===== src/rtl/mux_pkg.sv =====
// Shared constants and state encoding for the 4:1 mux select scanner.
package mux_pkg;

  localparam int MUX_CH    = 4;
  localparam int MUX_SEL_W = 2;

  localparam logic [1:0] IDLE    = 2'd0;
  localparam logic [1:0] SCAN    = 2'd1;
  localparam logic [1:0] PUBLISH = 2'd2;

  // Lowest-numbered channel whose mask bit is clear; 0 when every channel is masked.
  function automatic logic [MUX_SEL_W-1:0] first_unmasked(input logic [MUX_CH-1:0] mask);
    first_unmasked = '0;
    for (int k = MUX_CH - 1; k >= 0; k--) begin
      if (!mask[k]) first_unmasked = MUX_SEL_W'(k);
    end
  endfunction

endpackage


===== src/rtl/mux_sel_next.sv =====
// Next-channel finder for the scanner. Honours a skip mask only when MUX_SCAN_MASK_EN
// is defined; otherwise it simply steps 0..3.
module mux_sel_next
  import mux_pkg::*;
(
  input  logic [MUX_SEL_W-1:0] sel_i,
`ifdef MUX_SCAN_MASK_EN
  input  logic [MUX_CH-1:0]    mask_i,
`endif
  output logic [MUX_SEL_W-1:0] next_o,
  output logic                 last_o
);

`ifdef MUX_SCAN_MASK_EN
  // Scan downward so the lowest unmasked channel above sel_i wins.
  always_comb begin
    next_o = sel_i;
    last_o = 1'b1;
    for (int k = MUX_CH - 1; k >= 0; k--) begin
      if (k > int'(sel_i) && !mask_i[k]) begin
        next_o = MUX_SEL_W'(k);
        last_o = 1'b0;
      end
    end
  end
`else
  assign next_o = sel_i + 1'b1;
  assign last_o = (sel_i == MUX_SEL_W'(MUX_CH - 1));
`endif

endmodule


===== src/rtl/mux_sel_scanner.sv =====
// Drives the 4:1 mux select through its channels, samples m after DWELL cycles each and
// publishes a 4-bit snapshot over valid/ready. Optional skip mask: MUX_SCAN_MASK_EN.
module mux_sel_scanner
  import mux_pkg::*;
#(
  parameter int DWELL = 2,
  parameter int CNT_W = 8
) (
  input  logic                 clk,
  input  logic                 rst_n,
  input  logic                 start,
  input  logic                 continuous,
  input  logic                 m,
  output logic [MUX_SEL_W-1:0] sel,
  output logic                 busy,
  output logic [MUX_CH-1:0]    snap,
  output logic                 snap_valid,
  input  logic                 snap_ready
`ifdef MUX_SCAN_MASK_EN
  ,
  input  logic [MUX_CH-1:0]    ch_mask
`endif
);

  if (DWELL < 1 || DWELL > 255) begin : g_bad_dwell
    $fatal(1, "mux_sel_scanner: DWELL must be in 1..255");
  end
  if ((DWELL - 1) >= (1 << CNT_W)) begin : g_bad_cnt_w
    $fatal(1, "mux_sel_scanner: CNT_W too narrow for DWELL-1");
  end

  localparam logic [CNT_W-1:0] DWELL_LAST = CNT_W'(DWELL - 1);

  logic [1:0]           state_q, state_d;
  logic [MUX_SEL_W-1:0] sel_q, sel_d;
  logic [CNT_W-1:0]     cnt_q, cnt_d;
  logic [MUX_CH-1:0]    shadow_q, shadow_d, shadow_upd;
  logic [MUX_CH-1:0]    snap_q, snap_d;
  logic                 cont_q, cont_d;
  logic [MUX_CH-1:0]    scan_mask, launch_mask;
  logic                 launch;
  logic [MUX_SEL_W-1:0] next_sel;
  logic                 last_ch;

`ifdef MUX_SCAN_MASK_EN
  logic [MUX_CH-1:0] mask_q, mask_d;
  assign scan_mask = mask_q;
`else
  assign scan_mask = '0;
`endif

  mux_sel_next u_next (
    .sel_i  (sel_q),
`ifdef MUX_SCAN_MASK_EN
    .mask_i (mask_q),
`endif
    .next_o (next_sel),
    .last_o (last_ch)
  );

  always_comb begin
    // NOTE: every variable gets a default before the case so no path leaves it unassigned (no latches).
    state_d     = state_q;
    sel_d       = sel_q;
    cnt_d       = cnt_q;
    shadow_d    = shadow_q;
    snap_d      = snap_q;
    cont_d      = cont_q;
    launch      = 1'b0;
    launch_mask = scan_mask;
`ifdef MUX_SCAN_MASK_EN
    mask_d      = mask_q;
`endif
    shadow_upd         = shadow_q;
    shadow_upd[sel_q]  = m;

    case (state_q)
      IDLE: begin
        if (start) begin
          launch = 1'b1;
          cont_d = continuous;
`ifdef MUX_SCAN_MASK_EN
          launch_mask = ch_mask;
`endif
        end
      end
      SCAN: begin
        if (cnt_q == DWELL_LAST) begin
          shadow_d = shadow_upd;
          cnt_d    = '0;
          if (last_ch) begin
            state_d = PUBLISH;
            snap_d  = shadow_upd;
          end else begin
            sel_d = next_sel;
          end
        end else begin
          cnt_d = cnt_q + 1'b1;
        end
      end
      PUBLISH: begin
        if (snap_ready) begin
          if (cont_q) begin
            launch = 1'b1;
          end else begin
            state_d = IDLE;
            sel_d   = '0;
          end
        end
      end
      default: begin
        state_d = IDLE;
        sel_d   = '0;
      end
    endcase

    // A fresh scan starts clean; an all-masked scan publishes zero straight away.
    if (launch) begin
      cnt_d    = '0;
      shadow_d = '0;
`ifdef MUX_SCAN_MASK_EN
      mask_d   = launch_mask;
`endif
      if (&launch_mask) begin
        state_d = PUBLISH;
        sel_d   = '0;
        snap_d  = '0;
      end else begin
        state_d = SCAN;
        sel_d   = first_unmasked(launch_mask);
      end
    end
  end

  // NOTE: sequential state uses non-blocking assignments so every register samples pre-edge values.
  always_ff @(posedge clk or negedge rst_n) begin
    if (!rst_n) begin
      state_q  <= IDLE;
      sel_q    <= '0;
      cnt_q    <= '0;
      shadow_q <= '0;
      snap_q   <= '0;
      cont_q   <= 1'b0;
`ifdef MUX_SCAN_MASK_EN
      mask_q   <= '0;
`endif
    end else begin
      state_q  <= state_d;
      sel_q    <= sel_d;
      cnt_q    <= cnt_d;
      shadow_q <= shadow_d;
      snap_q   <= snap_d;
      cont_q   <= cont_d;
`ifdef MUX_SCAN_MASK_EN
      mask_q   <= mask_d;
`endif
    end
  end

  assign sel        = sel_q;
  assign snap       = snap_q;
  assign busy       = (state_q != IDLE);
  assign snap_valid = (state_q == PUBLISH);

endmodule


===== config.mk =====
export PLATFORM = sky130hd
export DESIGN_NAME = mux_sel_scanner
export DESIGN_NICKNAME = d
export VERILOG_FILES = /design/src/rtl/mux_pkg.sv /design/src/rtl/mux_sel_next.sv /design/src/rtl/mux_sel_scanner.sv
export SDC_FILE = /design/constraint.sdc
export NUM_CORES = 1
export LEC_CHECK = 0
export BUFFER_PORTS_ARGS = -buffer_cell sky130_fd_sc_hd__buf_2
export CORE_ASPECT_RATIO = 0.75
export CORE_MARGIN = 5
export CORE_UTILIZATION = 46
export CTS_CLUSTER_SIZE = 10
export DETAILED_ROUTE_END_ITERATION = 6
export PLACE_DENSITY = 0.76
export SKIP_CTS_REPAIR_TIMING = 1
export SYNTH_ARGS = -nofsm -noshare
export SYNTH_HDL_FRONTEND = slang
export SYNTH_HIERARCHICAL = 1
export SYNTH_SLANG_ARGS = --single-unit

===== constraint.sdc =====
create_clock -name clk -period 2.1 [get_ports clk]
set_clock_uncertainty 0.1 [all_clocks]
set_input_delay 0.21 -clock clk [delete_from_list [all_inputs] [get_ports clk]]
set_output_delay 0.21 -clock clk [all_outputs]
set_load 0.01 [all_outputs]

* Yosys cells after proc, flatten, opt, wreduce, memory -nomap -nowiden
Index checks and enable logic that the tools add are counted.
Cells by class: add/subtract/negate cells 2, order comparisons 2, eq/ne operators 10, mux-type cells 23, reductions and logical operators 10
Operators by type and width (number):
- two-way mux 8 bit | 3
- two-way mux 2 bit | 8
- two-way mux 4 bit | 3
- case mux 2 bit (3 select lines) | 2
- AND reduction 5 bit | 2
- inequality test 3 bit, second input constant | 3
- adder 8 x 1 -> 8 bit, second input constant | 1
- equality test 8 x 1 -> 1 bit, second input constant | 1
- nonzero test 2 bit | 3
- bitwise mux 4 bit | 1
- equality test 2 bit, second input constant | 2
- two-way mux 1 bit | 4
- AND reduction 2 bit | 2
- < comparator 2 x 3 -> 1 bit, second input constant | 1
- inequality test 3 x 1 -> 1 bit, second input constant | 1
- inequality test 3 x 2 -> 1 bit, second input constant | 1
- AND reduction 3 bit | 1
- adder 2 x 1 -> 2 bit, second input constant | 1
- demux 1 bit (select 2 bit) | 1
- equality test 2 x 1 -> 1 bit, second input constant | 1
- >= comparator 2 x 1 -> 1 bit, second input constant | 1
- zero test 2 bit | 1
- inequality test 2 bit, second input constant | 1
- case mux 1 bit (2 select lines) | 1
- logical AND 1 bit | 1
Word-level totals: register bits 21, bits of input ports 6, output and inout bits 8, word-level logic and storage cells 53

* Depth between registers and ports, before layout
depth after elaboration 8, depth in mapped cells 6, depth with buffers taken out 6

* Cells and area by module
Netlist, hierarchy kept.
Modules (own cells, without submodules):
- mux_sel_scanner | times used 1, cells an instance 115, area an instance 1116.1 um2, seq. area each 525.5 um2
- mux_sel_next | times used 1, cells an instance 2, area an instance 16.3 um2, seq. area each 0.0 um2

* Worst setup path after synthesis
OpenSTA, ideal clock, no wires.
kind reg2reg, from register cnt_q[1], to register snap_q[0] (netlist: snap[0]), setup time 0.125 ns, arrival time 1.642 ns, required time 1.875 ns, path slack 0.233 ns, cell stages (with the launch flop) 7, buffers on the path 0, period minus slack after synthesis 1.867 ns, cells stage by stage dfrtp_1 > inv_1 > ha_1 > or3b_2 > nor3_4 > nand2_4 > mux2_4
Between the ends: longest elaborated chain between the ends 2
Ends and longest elaborated chain:
- start: declaration | RTL line mux_sel_scanner.sv:36 | logic [CNT_W-1:0] cnt_q, cnt_d;
- start signal: assignment | RTL line mux_sel_scanner.sv:150 | cnt_q <= cnt_d;
- equality test 8 x 1 -> 1 bit | RTL line mux_sel_scanner.sv:88 | if (cnt_q == DWELL_LAST) begin
- AND reduction 3 bit (no source line)
- end signal: assignment | RTL line mux_sel_scanner.sv:152 | snap_q <= snap_d;
- end: declaration | RTL line mux_sel_scanner.sv:38 | logic [MUX_CH-1:0] snap_q, snap_d;
Every way passes these cells. A chain may end at the register's enable or synchronous reset.

* Final worst setup path
from register cnt_q[4], to register snap_q[3] (netlist: snap[3])
The elaborated chain is that of the path after synthesis.

==> impl_metrics.yaml <==
drt:
  ant_nets: 0
  wl_per_cell_um: 13.9
  first_iter_violations: 41
  vias_per_cell: 5.48
  wl_um: 2360
  drc_errors: 0
  drt_pass1_iterations: 4
  via_count: 932
pwr:
  ir_worst_vdd_mv: 0.548
  combPwrFrac: 0.326
  p_int_uw: 810
  power_frac_seq: 0.523
  switchingPower_uw: 501
  clkPwrFrac: 0.151
  power_density_nw_per_um2: 1010
  swShare: 0.382
  p_leak_uw: 0.000611
layout:
  finalNetCount: 146
  drive_gt1_frac: 0.206
  diodes: 0
  syn_to_final_growth_pct: 14.5
clocking:
  cts.sinks: 21
  clk_pin_slew_ns: 0.12
  cts_inserted_buffers: 3
  clockBufferDepth: 2
  cts_root_buf: "clkbuf_4"
  clock_latency_ns: 0.31
  htreeDepth: 1
  cts_tree: "done"
floorplan:
  die_w_um: 67.3
  rows: 15
  ios: 14
  die_h_um: 53.0
  core_sq_um: 2330
  dieArea_sq_um: 3560
  initial_core_util: 0.487
sta:
  rsz0062_at_grt: "no"
  relSlewSlack: 0.691
  whs_ns: 0.0248
  finalSetupTns_ns: 0
  post-route-period-util: 0.917
  setup_viol: 0
  fmax_mhz: 520
  drv_slew: 0
  finalHoldViolCount: 0
  worst_pin_slew_ns: 0.463
  finalCriticalPeriod_ns: 1.92
logic_synthesis:
  yosysTopAreaCellShare: 0.464
  synth_warnings: 6
  ys_types: 31
  synth-async-reset-ratio: 1.00
  netlist_area_sq_um: 1130
  syn-num-nets: 126
  synth_edf_count: 0
  synth-seq-cells: 21
  synth_area_leaders: "dfrtp_1, mux2_4, nand2_1, nand3_1, a21oi_1"
  ys_dominant_reg_cell: "dfrtp_1"
  synthCells: 117
  avgSynthCellArea_sq_um: 9.68
  yosysSeqAreaShare: 0.464
  synth_area_leader_cell: "dfrtp_1"
global_routing:
  gr-usage-all-layers: 0.159
  antenna_found_initial: 0
  grt_pass1_vias: 898
  grt_max_degree: 22
  gr-total-overflow: 0
  grt_pass1_wl_um: 4170
critical_path:
  worstPathArrival_ns: 2.03
  r2r_setup_slack_ns: 0.18
  required_ns: 2.21
  cp_max_fo: 6
  reg2reg_depth: 4
  timing.rr.start: "cnt_q[4]$_DFFE_PN0P_"
  crit_end: "snap[3]$_DFFE_PN0P_"
  crit_start: "cnt_q[4]$_DFFE_PN0P_"
  crit_type: "flop to flop"
  start_kind: "flop"
  r2r-end: "snap[3]$_DFFE_PN0P_"
  cp-end-kind: "flop"
place:
  gp_congestion: 0.835
  dp_hpwl_um: 1760
  place.port_buffers: 13
run_status:
  status: "complete, no violations"
worst_hold_path:
  hold_class: "primary input to flop"
run:
  maxCapViolations: 0
==> flip-flops by register name (all words and copies together) (netlist names) <==
name and count:
cont_q 1, cnt_q 8, snap 4, shadow_q 4, sel 2, state_q 2
==> layout by cell type (no fill, tap or decap), types with 4 or more instances in the layout <==
cell,Yosys,final
a21o_1,4,4
a21oi_1,9,9
buf_2,0,13
dfrtp_1,21,21
inv_1,7,7
mux2_4,4,4
nand2_1,14,14
nand2b_1,4,4
nand3_1,10,10
nor2_1,4,4
o21ai_0,9,9
==> worst min path at each step <==
stage / cells after the start / endpoint / from / slack [ns]
global placement: 1 / cont_q$_DFFE_PN0P_ / rst_n / 0.09
global route: 2 / cont_q$_DFFE_PN0P_ / continuous / 0.01
floorplan: 0 / cnt_q[0]$_DFFE_PN0P_ / rst_n / -0.19
finish: 2 / cont_q$_DFFE_PN0P_ / continuous / 0.02
detailed placement: 1 / cont_q$_DFFE_PN0P_ / rst_n / 0.1
CTS: 1 / cont_q$_DFFE_PN0P_ / rst_n / -0.25
==> routing by layer <==
| layer | part of all wire | track usage |
|---|---|---|
| met1 | 0.50 | 0.225 |
| met2 | 0.42 | 0.225 |
| met3 | 0.067 | 0.0552 |
| met4 | 0.011 | 0.0505 |
| met5 | 0 | 0 |
==> stage by stage <==
step                      instances  instance area (sq um)  worst slack (ns)  power [uW]  utilization
after floorplan                 117                   1130             0.233         973            -
after global placement          165                   1250             0.204        1080        0.538
after detailed placement        165                   1250             0.115        1110        0.538
after CTS                       169                   1280            0.0997        1300        0.549
after global routing            170                   1300             0.106        1430        0.557
final                           170                   1300             0.175        1310        0.557
==> power groups by stage <==
stage                     registers (uW)  clock network (uW)  logic (uW)
after CTS                            681                 203         420
after global routing                 710                 227         495
final                                685                 198         427
after floorplan                      656                   0         317
after detailed placement             687                   0         418
after global placement               681                   0         397
==> cells by family after synthesis <==
group | share of synthesized area
compound gates | 0.176
xor+xnor | 0.00774
fa+ha+maj | 0.0332
buf+inv | 0.0265
flops | 0.464
mux | 0.0630
simple gates | 0.230
==> area by class of cell <==
class	instances	area, sq um
sequential	21	526
timing repair buffer	16	90.1
inverter	7	26.3
clock buffer	4	26.3
fill	238	1030
tap	34	42.5
multi-input combinational	88	586
==> critical path: stages (launching register included) <==
cell	delay, ns
dfrtp_1	0.46
or4_4	0.59
nor3_4	0.24
nand2_4	0.11
mux2_4	0.32
==> cells in the mapped netlist (2+ instances only) <==
library cell  instances
a21o_1                4
a21oi_1               9
a31oi_1               3
a32o_1                2
and3_1                2
dfrtp_1              21
ha_1                  3
inv_1                 7
mux2_4                4
nand2_1              14
nand2b_1              4
nand3_1              10
nor2_1                4
nor2b_1               2
o21ai_0               9
o22ai_1               3
or3_1                 2
Note: power is estimated with default switching activity, not from simulation.
